$ cat config.mk
export PLATFORM = sky130hd
export DESIGN_NAME = fp_adder
export DESIGN_NICKNAME = d
export VERILOG_FILES = /design/src/rtl/fp_pkg.sv /design/src/rtl/fp_lzc.sv /design/src/rtl/fp_adder.sv
export SDC_FILE = /design/constraint.sdc
export NUM_CORES = 1
export LEC_CHECK = 0
export ABC_CLOCK_PERIOD_IN_PS = 7300
export CAP_MARGIN = 0
export CORE_MARGIN = 4
export CORE_UTILIZATION = 62
export CTS_CLUSTER_DIAMETER = 150
export DETAILED_ROUTE_END_ITERATION = 12
export PLACE_DENSITY = 0.84
export SLEW_MARGIN = 20
export SYNTH_ARGS = -nofsm -noshare
export SYNTH_HDL_FRONTEND = slang
export SYNTH_SLANG_ARGS = --single-unit
$ cat constraint.sdc
create_clock -name clk -period 7.3 [get_ports clk]
set_clock_uncertainty 0.05 [all_clocks]
set_input_delay 1.825 -clock clk [delete_from_list [all_inputs] [get_ports clk]]
set_output_delay 1.825 -clock clk [all_outputs]
set_load 0.05 [all_outputs]
$ cat src/rtl/fp_pkg.sv
// Shared definitions for the single-precision FP operators.
//   EXP_W/FRAC_W/BIAS  : IEEE-754 binary32 field widths and exponent bias
//   QNAN/POS_INF       : canonical quiet NaN and +infinity encodings
//   fp32_t             : packed {sign, exp, frac} view of a binary32 word
//   state_t            : adder sequencing states
package fp_pkg;

  localparam int EXP_W   = 8;
  localparam int FRAC_W  = 23;
  localparam int BIAS    = 127;
  localparam int EXP_MAX = 2 * BIAS + 1;        // all-ones exponent: inf / NaN

  // Working significand: hidden 1 + fraction + guard, round, sticky
  localparam int MANT_W  = FRAC_W + 4;
  // Adder output carries one extra bit for the carry-out
  localparam int SUM_W   = MANT_W + 1;

  localparam logic [31:0] QNAN    = 32'h7FC0_0000;
  localparam logic [31:0] POS_INF = 32'h7F80_0000;

  typedef struct packed {
    logic              sign;
    logic [EXP_W-1:0]  exp;
    logic [FRAC_W-1:0] frac;
  } fp32_t;

  typedef enum logic [2:0] {
    S_IDLE,
    S_ALIGN,
    S_ADD,
    S_NORM,
    S_ROUND,
    S_DONE
  } state_t;

endpackage

$ cat src/rtl/fp_lzc.sv
// Combinational leading-zero counter over the adder result.
//   i_data  : SUM_W-bit value to scan from the MSB down
//   o_count : number of zeros above the most significant 1 (SUM_W when all zero)
module fp_lzc
  import fp_pkg::*;
(
  input  logic [SUM_W-1:0] i_data,
  output logic [4:0]       o_count
);

  // Ascending scan: the last hit is the highest set bit.
  always_comb begin
    o_count = 5'(SUM_W);
    for (int i = 0; i < SUM_W; i++) begin
      if (i_data[i]) o_count = 5'(SUM_W - 1 - i);
    end
  end

endmodule

$ cat src/rtl/fp_adder.sv
// Multi-cycle IEEE-754 single-precision adder, round-to-nearest-even,
// subnormal inputs and results flushed to zero.
//   clk    : clock, rising edge
//   reset  : asynchronous active-low reset
//   A, B   : operands
//   En     : start request, only looked at in IDLE
//   Sum    : result, held until the next operation completes
//   Ready  : result valid level, cleared when the next En is accepted
//   Flags  : {invalid, overflow, underflow, inexact}, only when the
//            FP_ADDER_FLAGS_EN macro is defined
//
// state | meaning
// IDLE  | waiting for En; captures A and B
// ALIGN | unpack, resolve specials, swap and align smaller operand
// ADD   | add or subtract the aligned significands
// NORM  | renormalise to a leading 1 at the hidden-bit position
// ROUND | round to nearest even, range-check, pack result
// DONE  | publish Sum (and Flags), raise Ready
module fp_adder
  import fp_pkg::*;
(
  input  logic        clk,
  input  logic        reset,
  input  logic [31:0] A,
  input  logic [31:0] B,
  input  logic        En,
  output logic [31:0] Sum,
  output logic        Ready
`ifdef FP_ADDER_FLAGS_EN
  ,
  output logic [3:0]  Flags
`endif
);

  state_t r_state, w_state_nxt;

  fp32_t               r_a, r_b;
  logic                r_special;
  logic [31:0]         r_special_val;
  logic                r_sign;
  logic                r_sub;
  logic [EXP_W-1:0]    r_exp;
  logic [MANT_W-1:0]   r_mant_l, r_mant_s;
  logic [SUM_W-1:0]    r_sum;
  logic [MANT_W-1:0]   r_mant_n;
  logic signed [9:0]   r_exp_n;
  logic                r_zero;
  logic [31:0]         r_result;

  // ---------------- ALIGN datapath ----------------
  logic w_a_zero, w_a_inf, w_a_nan, w_b_zero, w_b_inf, w_b_nan;
  logic w_special;
  logic [31:0] w_special_val;
  logic w_swap;
  fp32_t w_l, w_s;
  logic [EXP_W-1:0]  w_diff;
  logic [MANT_W-1:0] w_mant_s_full, w_shifted, w_mant_s;

  assign w_a_zero = (r_a.exp == '0);
  assign w_b_zero = (r_b.exp == '0);
  assign w_a_inf  = (&r_a.exp) & ~(|r_a.frac);
  assign w_b_inf  = (&r_b.exp) & ~(|r_b.frac);
  assign w_a_nan  = (&r_a.exp) &  (|r_a.frac);
  assign w_b_nan  = (&r_b.exp) &  (|r_b.frac);

  always_comb begin
    w_special     = 1'b1;
    w_special_val = QNAN;
    if (w_a_nan || w_b_nan) begin
      w_special_val = QNAN;
    end else if (w_a_inf && w_b_inf && (r_a.sign != r_b.sign)) begin
      w_special_val = QNAN;
    end else if (w_a_inf) begin
      w_special_val = r_a;
    end else if (w_b_inf) begin
      w_special_val = r_b;
    end else if (w_a_zero && w_b_zero) begin
      // Only -0 + -0 keeps the minus sign under round-to-nearest
      w_special_val = {r_a.sign & r_b.sign, 31'b0};
    end else if (w_a_zero) begin
      w_special_val = r_b;
    end else if (w_b_zero) begin
      w_special_val = r_a;
    end else begin
      w_special     = 1'b0;
    end
  end

  // Both operands are normal here, so {exp,frac} orders magnitudes directly
  assign w_swap        = (r_b[30:0] > r_a[30:0]);
  assign w_l           = w_swap ? r_b : r_a;
  assign w_s           = w_swap ? r_a : r_b;
  assign w_diff        = w_l.exp - w_s.exp;
  assign w_mant_s_full = {1'b1, w_s.frac, 3'b000};

  always_comb begin
    w_shifted = '0;
    w_mant_s  = '0;
    if (w_diff >= 8'd26) begin
      // Entire operand lands below the round bit: only its sticky survives
      w_mant_s = {{(MANT_W-1){1'b0}}, 1'b1};
    end else begin
      w_shifted = w_mant_s_full >> w_diff;
      w_mant_s  = {w_shifted[MANT_W-1:1],
                   w_shifted[0] | (|(w_mant_s_full & ((27'd1 << w_diff) - 27'd1)))};
    end
  end

  // ---------------- NORM datapath ----------------
  logic [4:0]        w_lz, w_shl;
  logic [MANT_W-1:0] w_mant_n;
  logic signed [9:0] w_exp_n;

  fp_lzc u_lzc (
    .i_data  (r_sum),
    .o_count (w_lz)
  );

  // The leading 1 belongs at bit MANT_W-1, one below the carry bit
  assign w_shl = w_lz - 5'd1;

  always_comb begin
    w_mant_n = '0;
    w_exp_n  = '0;
    if (r_sum[SUM_W-1]) begin
      w_mant_n = {r_sum[SUM_W-1:2], r_sum[1] | r_sum[0]};
      w_exp_n  = $signed({2'b00, r_exp}) + 10'sd1;
    end else begin
      w_mant_n = r_sum[MANT_W-1:0] << w_shl;
      w_exp_n  = $signed({2'b00, r_exp}) - $signed({5'b00000, w_shl});
    end
  end

  // ---------------- ROUND datapath ----------------
  logic              w_round_up;
  logic [24:0]       w_mant_r;
  logic signed [9:0] w_exp_r;
  logic [FRAC_W-1:0] w_frac_r;
  logic              w_ovf, w_unf;
  logic [31:0]       w_result;

  assign w_round_up = r_mant_n[2] & (r_mant_n[1] | r_mant_n[0] | r_mant_n[3]);
  assign w_mant_r   = {1'b0, r_mant_n[MANT_W-1:3]} + {24'b0, w_round_up};
  assign w_exp_r    = r_exp_n + $signed({9'b0, w_mant_r[24]});
  assign w_frac_r   = w_mant_r[24] ? w_mant_r[23:1] : w_mant_r[22:0];
  assign w_ovf      = (w_exp_r >= 10'sd255);
  assign w_unf      = (w_exp_r <= 10'sd0);

  always_comb begin
    w_result = {r_sign, w_exp_r[7:0], w_frac_r};
    if (r_special)   w_result = r_special_val;
    else if (r_zero) w_result = 32'h0000_0000;
    else if (w_ovf)  w_result = {r_sign, POS_INF[30:0]};
    else if (w_unf)  w_result = {r_sign, 31'b0};
  end

`ifdef FP_ADDER_FLAGS_EN
  logic [3:0] r_flags;
  logic [3:0] w_flags;

  always_comb begin
    w_flags = {1'b0, w_ovf, w_unf, (|r_mant_n[2:0]) | w_ovf | w_unf};
    if (r_special)   w_flags = {(r_special_val == QNAN), 3'b000};
    else if (r_zero) w_flags = 4'b0000;
  end
`endif

  // ---------------- FSM ----------------
  always_ff @(posedge clk or negedge reset) begin
    if (!reset) r_state <= S_IDLE;
    else        r_state <= w_state_nxt;
  end

  always_comb begin
    w_state_nxt = r_state;
    case (r_state)
      S_IDLE:  if (En) w_state_nxt = S_ALIGN;
      S_ALIGN: w_state_nxt = S_ADD;
      S_ADD:   w_state_nxt = S_NORM;
      S_NORM:  w_state_nxt = S_ROUND;
      S_ROUND: w_state_nxt = S_DONE;
      S_DONE:  w_state_nxt = S_IDLE;
      default: w_state_nxt = S_IDLE;
    endcase
  end

  always_ff @(posedge clk or negedge reset) begin
    if (!reset) begin
      r_a           <= '0;
      r_b           <= '0;
      r_special     <= 1'b0;
      r_special_val <= '0;
      r_sign        <= 1'b0;
      r_sub         <= 1'b0;
      r_exp         <= '0;
      r_mant_l      <= '0;
      r_mant_s      <= '0;
      r_sum         <= '0;
      r_mant_n      <= '0;
      r_exp_n       <= '0;
      r_zero        <= 1'b0;
      r_result      <= '0;
      Sum           <= '0;
      Ready         <= 1'b0;
`ifdef FP_ADDER_FLAGS_EN
      r_flags       <= '0;
      Flags         <= '0;
`endif
    end else begin
      case (r_state)
        S_IDLE: begin
          if (En) begin
            r_a   <= A;
            r_b   <= B;
            Ready <= 1'b0;
          end
        end
        S_ALIGN: begin
          r_special     <= w_special;
          r_special_val <= w_special_val;
          r_sign        <= w_l.sign;
          r_sub         <= w_l.sign ^ w_s.sign;
          r_exp         <= w_l.exp;
          r_mant_l      <= {1'b1, w_l.frac, 3'b000};
          r_mant_s      <= w_mant_s;
        end
        S_ADD: begin
          r_sum <= r_sub ? ({1'b0, r_mant_l} - {1'b0, r_mant_s})
                         : ({1'b0, r_mant_l} + {1'b0, r_mant_s});
        end
        S_NORM: begin
          // Exact cancellation collapses to +0 regardless of operand signs
          r_zero   <= ~(|r_sum);
          r_mant_n <= w_mant_n;
          r_exp_n  <= w_exp_n;
        end
        S_ROUND: begin
          r_result <= w_result;
`ifdef FP_ADDER_FLAGS_EN
          r_flags  <= w_flags;
`endif
        end
        S_DONE: begin
          Sum   <= r_result;
          Ready <= 1'b1;
`ifdef FP_ADDER_FLAGS_EN
          Flags <= r_flags;
`endif
        end
        default: ;
      endcase
    end
  end

endmodule

==> flow_summary.json, run 1 <==
{
  "ios": 100,
  "finalHoldViolCount": 0,
  "synth_nets": 2469,
  "synth.distinct_cells": 89,
  "via_count": 18700,
  "cp_common_cell": "a21oi_1",
  "cp_slowest_cell": "ha_1",
  "tns_ns": 0,
  "crit_cells": 20,
  "cts_root_buf": "clkbuf_16",
  "r2r-start": "r_a[27]",
  "period_needed_ns": 6.26,
  "critPathLaunchType": "register",
  "syn_inst": 2308,
  "synth_edf_count": 0,
  "worstMarginPinSlew_ns": 1.01,
  "final_common_cell": "dfrtp_1",
  "grt_max_degree": 164,
  "cp_num_buf_inv": 1,
  "antenna_cells": 0,
  "synth-seq-area-share": 0.362,
  "rr_worst_depth": 20,
  "drc_errors": 0,
  "cts_buffer_depth": 3,
  "fp.dieArea_um2": 35500,
  "rsz0062_at_grt": "false",
  "die_w_um": 188,
  "async_flop_share": 1.00,
  "cts_resized": 0,
  "cap_violations": 0,
  "arrival_ns": 6.62,
  "cts_sinks": 292,
  "setup_viol": 0,
  "r2r_end": "r_mant_s[0]",
  "path_cells": "inv_1 > ha_1 > nand4_2 > nor4_4 > nand3_2 > a21oi_4 > a21oi_1 > ha_1 > o21ai_0 > a21oi_1 > or3_1 > a221o_1 > nand2_1 > nand2_1 > or3_1 > a21oi_1 > o22ai_1 > a2111o_1 > a31oi_1 > nor3_1",
  "grtUsageTotal": 0.349,
  "initial_core_util": 0.633,
  "cts_setup_buffers": 0,
  "place.gp.congestion": 0.986,
  "nNetsFinal": 2484,
  "first_pass_iters": 8,
  "insertion_delay_ns": 0.54,
  "cts_buffers": 34,
  "cts.clk_slew.worst_paths_ns": 0.05,
  "drive_gt1_frac": 0.0934,
  "cts_tree": "built",
  "wl_per_cell_um": 23.0,
  "path_class": "register to register",
  "synth-seq-cells": 292,
  "hpwl_um": 47000,
  "hold_ws_ns": 0.442,
  "r2r_slack_ns": 1.04,
  "cp_top_family": "simple AND/OR/NAND/NOR gates",
  "cpPeakStageDelay_ns": 0.59,
  "endpoint_kind": "register",
  "dp.cells": 2721,
  "ant_nets": 0,
  "fin_crit_sh": 0.858,
  "coreArea_um2": 31900,
  "relSlewSlack": 0.327,
  "startpoint": "r_a[27]",
  "avgSynthCellArea_um2": 8.75,
  "row_count": 65,
  "grt_pass1_vias": 17600,
  "endpoint": "r_mant_s[0]",
  "critPathRequiredTime_ns": 7.66,
  "grt-ovfl-total": 0,
  "status": "finished clean",
  "fin_cells": 2781,
  "grt_antenna_before_repair": 0,
  "drt_iter0_drc": 2402,
  "ys_warn_count": 0,
  "die_height_um": 188,
  "wl_um": 63900,
  "htreeDepth": 2,
  "path_max_fanout": 16,
  "mostFrequentLayoutCells": "292 x dfrtp_1, 290 x nand2_1, 205 x nor2_1",
  "synth_flop_cell": "dfrtp_1",
  "nFillCells": 2456,
  "via_per_inst": 6.72,
  "syn_area_um2": 20200,
  "slew_viol_final": 0,
  "hold_path.class": "register to register",
  "timing.fmax_mhz": 160,
  "grt_pass1_wl_um": 99400,
  "portBuffers": 99,
  "dp_slack_ns": 1.23,
  "area_delta_synth_final_pct": 11.6,
  "postCtsHoldBufs": 0,
  "setup_slack_ns": 1.04
}
[cells in the mapped netlist (7+ instances only)]
master / n / area share
dfrtp_1: 292 / 0.36
o31ai_1: 22 / 0.0082
ha_1: 92 / 0.057
mux4_2: 29 / 0.032
mux2_2: 75 / 0.042
o21ai_0: 169 / 0.042
a22oi_1: 41 / 0.015
nor3_1: 50 / 0.012
nand2_1: 290 / 0.054
nand3_1: 52 / 0.013
or3_1: 14 / 0.0043
a211o_1: 10 / 0.0043
buf_1: 7 / 0.0013
a21oi_1: 148 / 0.037
buf_2: 12 / 0.0030
and2_1: 8 / 0.0025
xnor2_1: 37 / 0.016
a21o_1: 12 / 0.0045
nand3b_1: 11 / 0.0041
mux2i_1: 95 / 0.047
nand4_1: 24 / 0.0074
a22o_1: 7 / 0.0030
nor2_1: 205 / 0.038
inv_1: 106 / 0.020
o31a_1: 7 / 0.0030
o221ai_1: 9 / 0.0039
nand2b_1: 23 / 0.0071
o211ai_1: 15 / 0.0056
xor2_1: 24 / 0.010
nor4_1: 17 / 0.0053
clkbuf_1: 123 / 0.023
o21bai_1: 7 / 0.0026
a221oi_1: 14 / 0.0061
nor2b_1: 16 / 0.0050
o21a_1: 8 / 0.0030
a31oi_1: 54 / 0.017
o22a_1: 15 / 0.0065
a211oi_1: 20 / 0.0074
and3_1: 18 / 0.0056
o22ai_1: 17 / 0.0053
[kinds of logic after synthesis]
group | Yosys count | share of synthesized area
AOI/OAI and AO/OA | 644 | 0.208
xor gates and xnor gates | 61 | 0.0265
adders and majority gates | 94 | 0.0590
buffers and inverters | 252 | 0.0485
DFF | 292 | 0.362
muxes | 200 | 0.122
and+or+nand+nor | 765 | 0.174
[per-layer routing]
metal / wire length, um / share of wire / GRT usage
met1: 27100 / 0.42 / 0.505
met5: 0 / 0 / 0
met3: 5770 / 0.090 / 0.0634
met2: 28700 / 0.45 / 0.539
met4: 2320 / 0.036 / 0.109
[layout make-up]
class	count	area, um^2	area share
multi-input combinational	1764	12000	0.531
sequential	292	7310	0.324
timing repair buffer	125	1220	0.0543
clock buffer	50	961	0.0426
tap	435	544	0.0241
inverter	106	398	0.0176
clock inverter	9	144	0.00638
[sequential cells by signal, indices dropped and copies added, names as in the netlist, 3 cells and up]
register,flops
Sum,32
r_a,32
r_b,32
r_result,32
r_special_val,32
r_sum,28
r_mant_n,27
r_mant_s,27
r_mant_l,24
r_exp_n,10
r_exp,8
r_state,3
[worst min path at each step]
stage | start | to | slack [ns] | depth (start not counted)
2_1_floorplan | r_special_val[31] | r_special_val[31] | 0.40 | 2
4_1_cts | r_mant_n[0] | r_mant_n[0] | 0.44 | 1
3_3_place_gp | r_exp_n[5] | r_exp_n[5] | 0.42 | 2
3_5_place_dp | r_mant_n[0] | r_mant_n[0] | 0.43 | 1
5_1_grt | r_result[22] | Sum[22] | 0.47 | 1
6_report | r_mant_n[0] | r_mant_n[0] | 0.44 | 1
[metrics by stage]
step / cell area (um^2) / util
4_1_cts: 22500 / 0.706
5_1_grt: 22500 / 0.707
6_report: 22500 / 0.707
3_3_place_gp: 21400 / 0.672
2_1_floorplan: 20200 / -
3_5_place_dp: 21400 / 0.672
Power of run 1 is left out: the tool's default activity adds up to more than one toggle a clock period on the data nets, which glitch-free logic cannot reach.
==> run 2, diff against run 1 <==
--- a/config.mk
+++ b/config.mk
@@ -10,9 +10,11 @@
 export CORE_MARGIN = 4
 export CORE_UTILIZATION = 62
 export CTS_CLUSTER_DIAMETER = 150
+export CTS_CLUSTER_SIZE = 24
 export DETAILED_ROUTE_END_ITERATION = 12
 export PLACE_DENSITY = 0.84
 export SLEW_MARGIN = 20
 export SYNTH_ARGS = -nofsm -noshare
 export SYNTH_HDL_FRONTEND = slang
 export SYNTH_SLANG_ARGS = --single-unit
+export TNS_END_PERCENT = 5
==> run 2 against run 1 <==
Effect of this change:
- via count fell by 1.3%
- sequential cell count did not move
- design area fell by 2.9%
- highest routed layer is now met5
==> flow_summary.json, run 2 (synthesis results as in run 1) <==
{
  "endpoint_kind": "register",
  "area_delta_synth_final_pct": 8.35,
  "r2r_slack_ns": 1.08,
  "first_pass_iters": 6,
  "r2r-start": "r_a[27]",
  "grtUsageMet3": 0.0585,
  "tns_ns": 0,
  "rsz0062_at_grt": "false",
  "row_count": 65,
  "grtUsageTotal": 0.339,
  "cts_root_buf": "clkbuf_16",
  "cap_violations": 0,
  "status": "finished clean",
  "worstMarginPinSlew_ns": 1.05,
  "via_count": 18400,
  "fp.dieArea_um2": 35500,
  "cts_resized": 0,
  "grt-ovfl-total": 0,
  "startpoint": "r_a[27]",
  "mostFrequentLayoutCells": "292 x dfrtp_1, 290 x nand2_1, 205 x nor2_1",
  "path_class": "register to register",
  "cp_common_cell": "a21oi_1",
  "cts_buffer_depth": 3,
  "critPathLaunchType": "register",
  "wl_um": 62200,
  "postCtsHoldBufs": 0,
  "top_usage_layer": "met2",
  "hold_start": "r_exp_n[0]",
  "initial_core_util": 0.633,
  "cts_setup_buffers": 0,
  "drive_gt1_frac": 0.0816,
  "drc_errors": 0,
  "grt_max_degree": 164,
  "dp_slack_ns": 1.23,
  "use_met1": 0.496,
  "slew_viol_final": 0,
  "drt_iter0_drc": 2411,
  "cts_sinks": 292,
  "grt_antenna_before_repair": 2,
  "ant_nets": 0,
  "nNetsFinal": 2466,
  "fin_crit_sh": 0.851,
  "critPathRequiredTime_ns": 7.66,
  "use_met2": 0.527,
  "antenna_cells": 0,
  "htreeDepth": 1,
  "grt_pass1_vias": 17100,
  "setup_viol": 0,
  "cpPeakStageDelay_ns": 0.59,
  "final_common_cell": "dfrtp_1",
  "cts_buffers": 16,
  "cts.clk_slew.worst_paths_ns": 0.10,
  "cts_tree": "built",
  "setup_slack_ns": 1.08,
  "timing.fmax_mhz": 161,
  "cp_slowest_cell": "ha_1",
  "portBuffers": 99,
  "finalHoldViolCount": 0,
  "path_max_fanout": 16,
  "die_height_um": 188,
  "via_per_inst": 6.73,
  "coreArea_um2": 31900,
  "arrival_ns": 6.57,
  "wl_per_cell_um": 22.7,
  "hpwl_um": 47000,
  "ios": 100,
  "grt_pass1_wl_um": 97300,
  "die_w_um": 188,
  "insertion_delay_ns": 0.52,
  "hold_ws_ns": 0.453,
  "hold_path.class": "register to register",
  "relSlewSlack": 0.300,
  "place.gp.congestion": 0.986,
  "path_cells": "inv_1 > ha_1 > nand4_2 > nor4_4 > nand3_2 > a21oi_4 > a21oi_1 > ha_1 > o21ai_0 > a21oi_1 > or3_1 > a221o_1 > nand2_1 > nand2_1 > or3_1 > a21oi_1 > o22ai_1 > a2111o_1 > a31oi_1 > nor3_1",
  "period_needed_ns": 6.22
}
==> run 2: layer usage <==
metal	share of wire	wire length, um
met4	0.033	2070
met3	0.093	5760
met5	0.00043	27
met1	0.42	26400
met2	0.45	28000
==> run 2: final timing paths <==
kind / end / cells past startpoint
max: r_mant_s[0] / 20
min: r_exp_n[0] / 2
min in group asynchronous: r_sum[13] / 1
max reg2reg: r_mant_s[0] / 20
max in group asynchronous: r_result[27] / 2
min reg2reg: r_exp_n[0] / 2
==> run 2: metrics by stage <==
| step | area (um^2) | utilization | std cells |
|---|---|---|---|
| global placement | 21400 | 0.672 | 2721 |
| finish | 21900 | 0.686 | 2740 |
| CTS | 21900 | 0.685 | 2739 |
| floorplan | 20200 | - | 2308 |
| detailed placement | 21400 | 0.672 | 2721 |
| global route | 21900 | 0.686 | 2740 |
==> run 2: cell type report <==
type,count,area (um^2)
Timing Repair Buffer,125,1220
Inverter,106,398
Clock inverter,1,20.0
Fill cell,2563,10000
Tap cell,435,544
Multi-Input combinational cell,1764,12000
Sequential cell,292,7310
Clock buffer,17,425
==> run 2: worst max-delay path, delay by kind of cell (launching register included) <==
| family | cells | cell delay, ns |
|---|---|---|
| AO/OA/AOI/OAI | 9 | 2.12 |
| buffers and inverters | 1 | 0.12 |
| adder cells (fa/ha/maj) | 2 | 0.84 |
| AND/OR/NAND/NOR | 8 | 2.44 |
| flip-flops | 1 | 0.49 |
Power of run 2 is left out for the same reason.
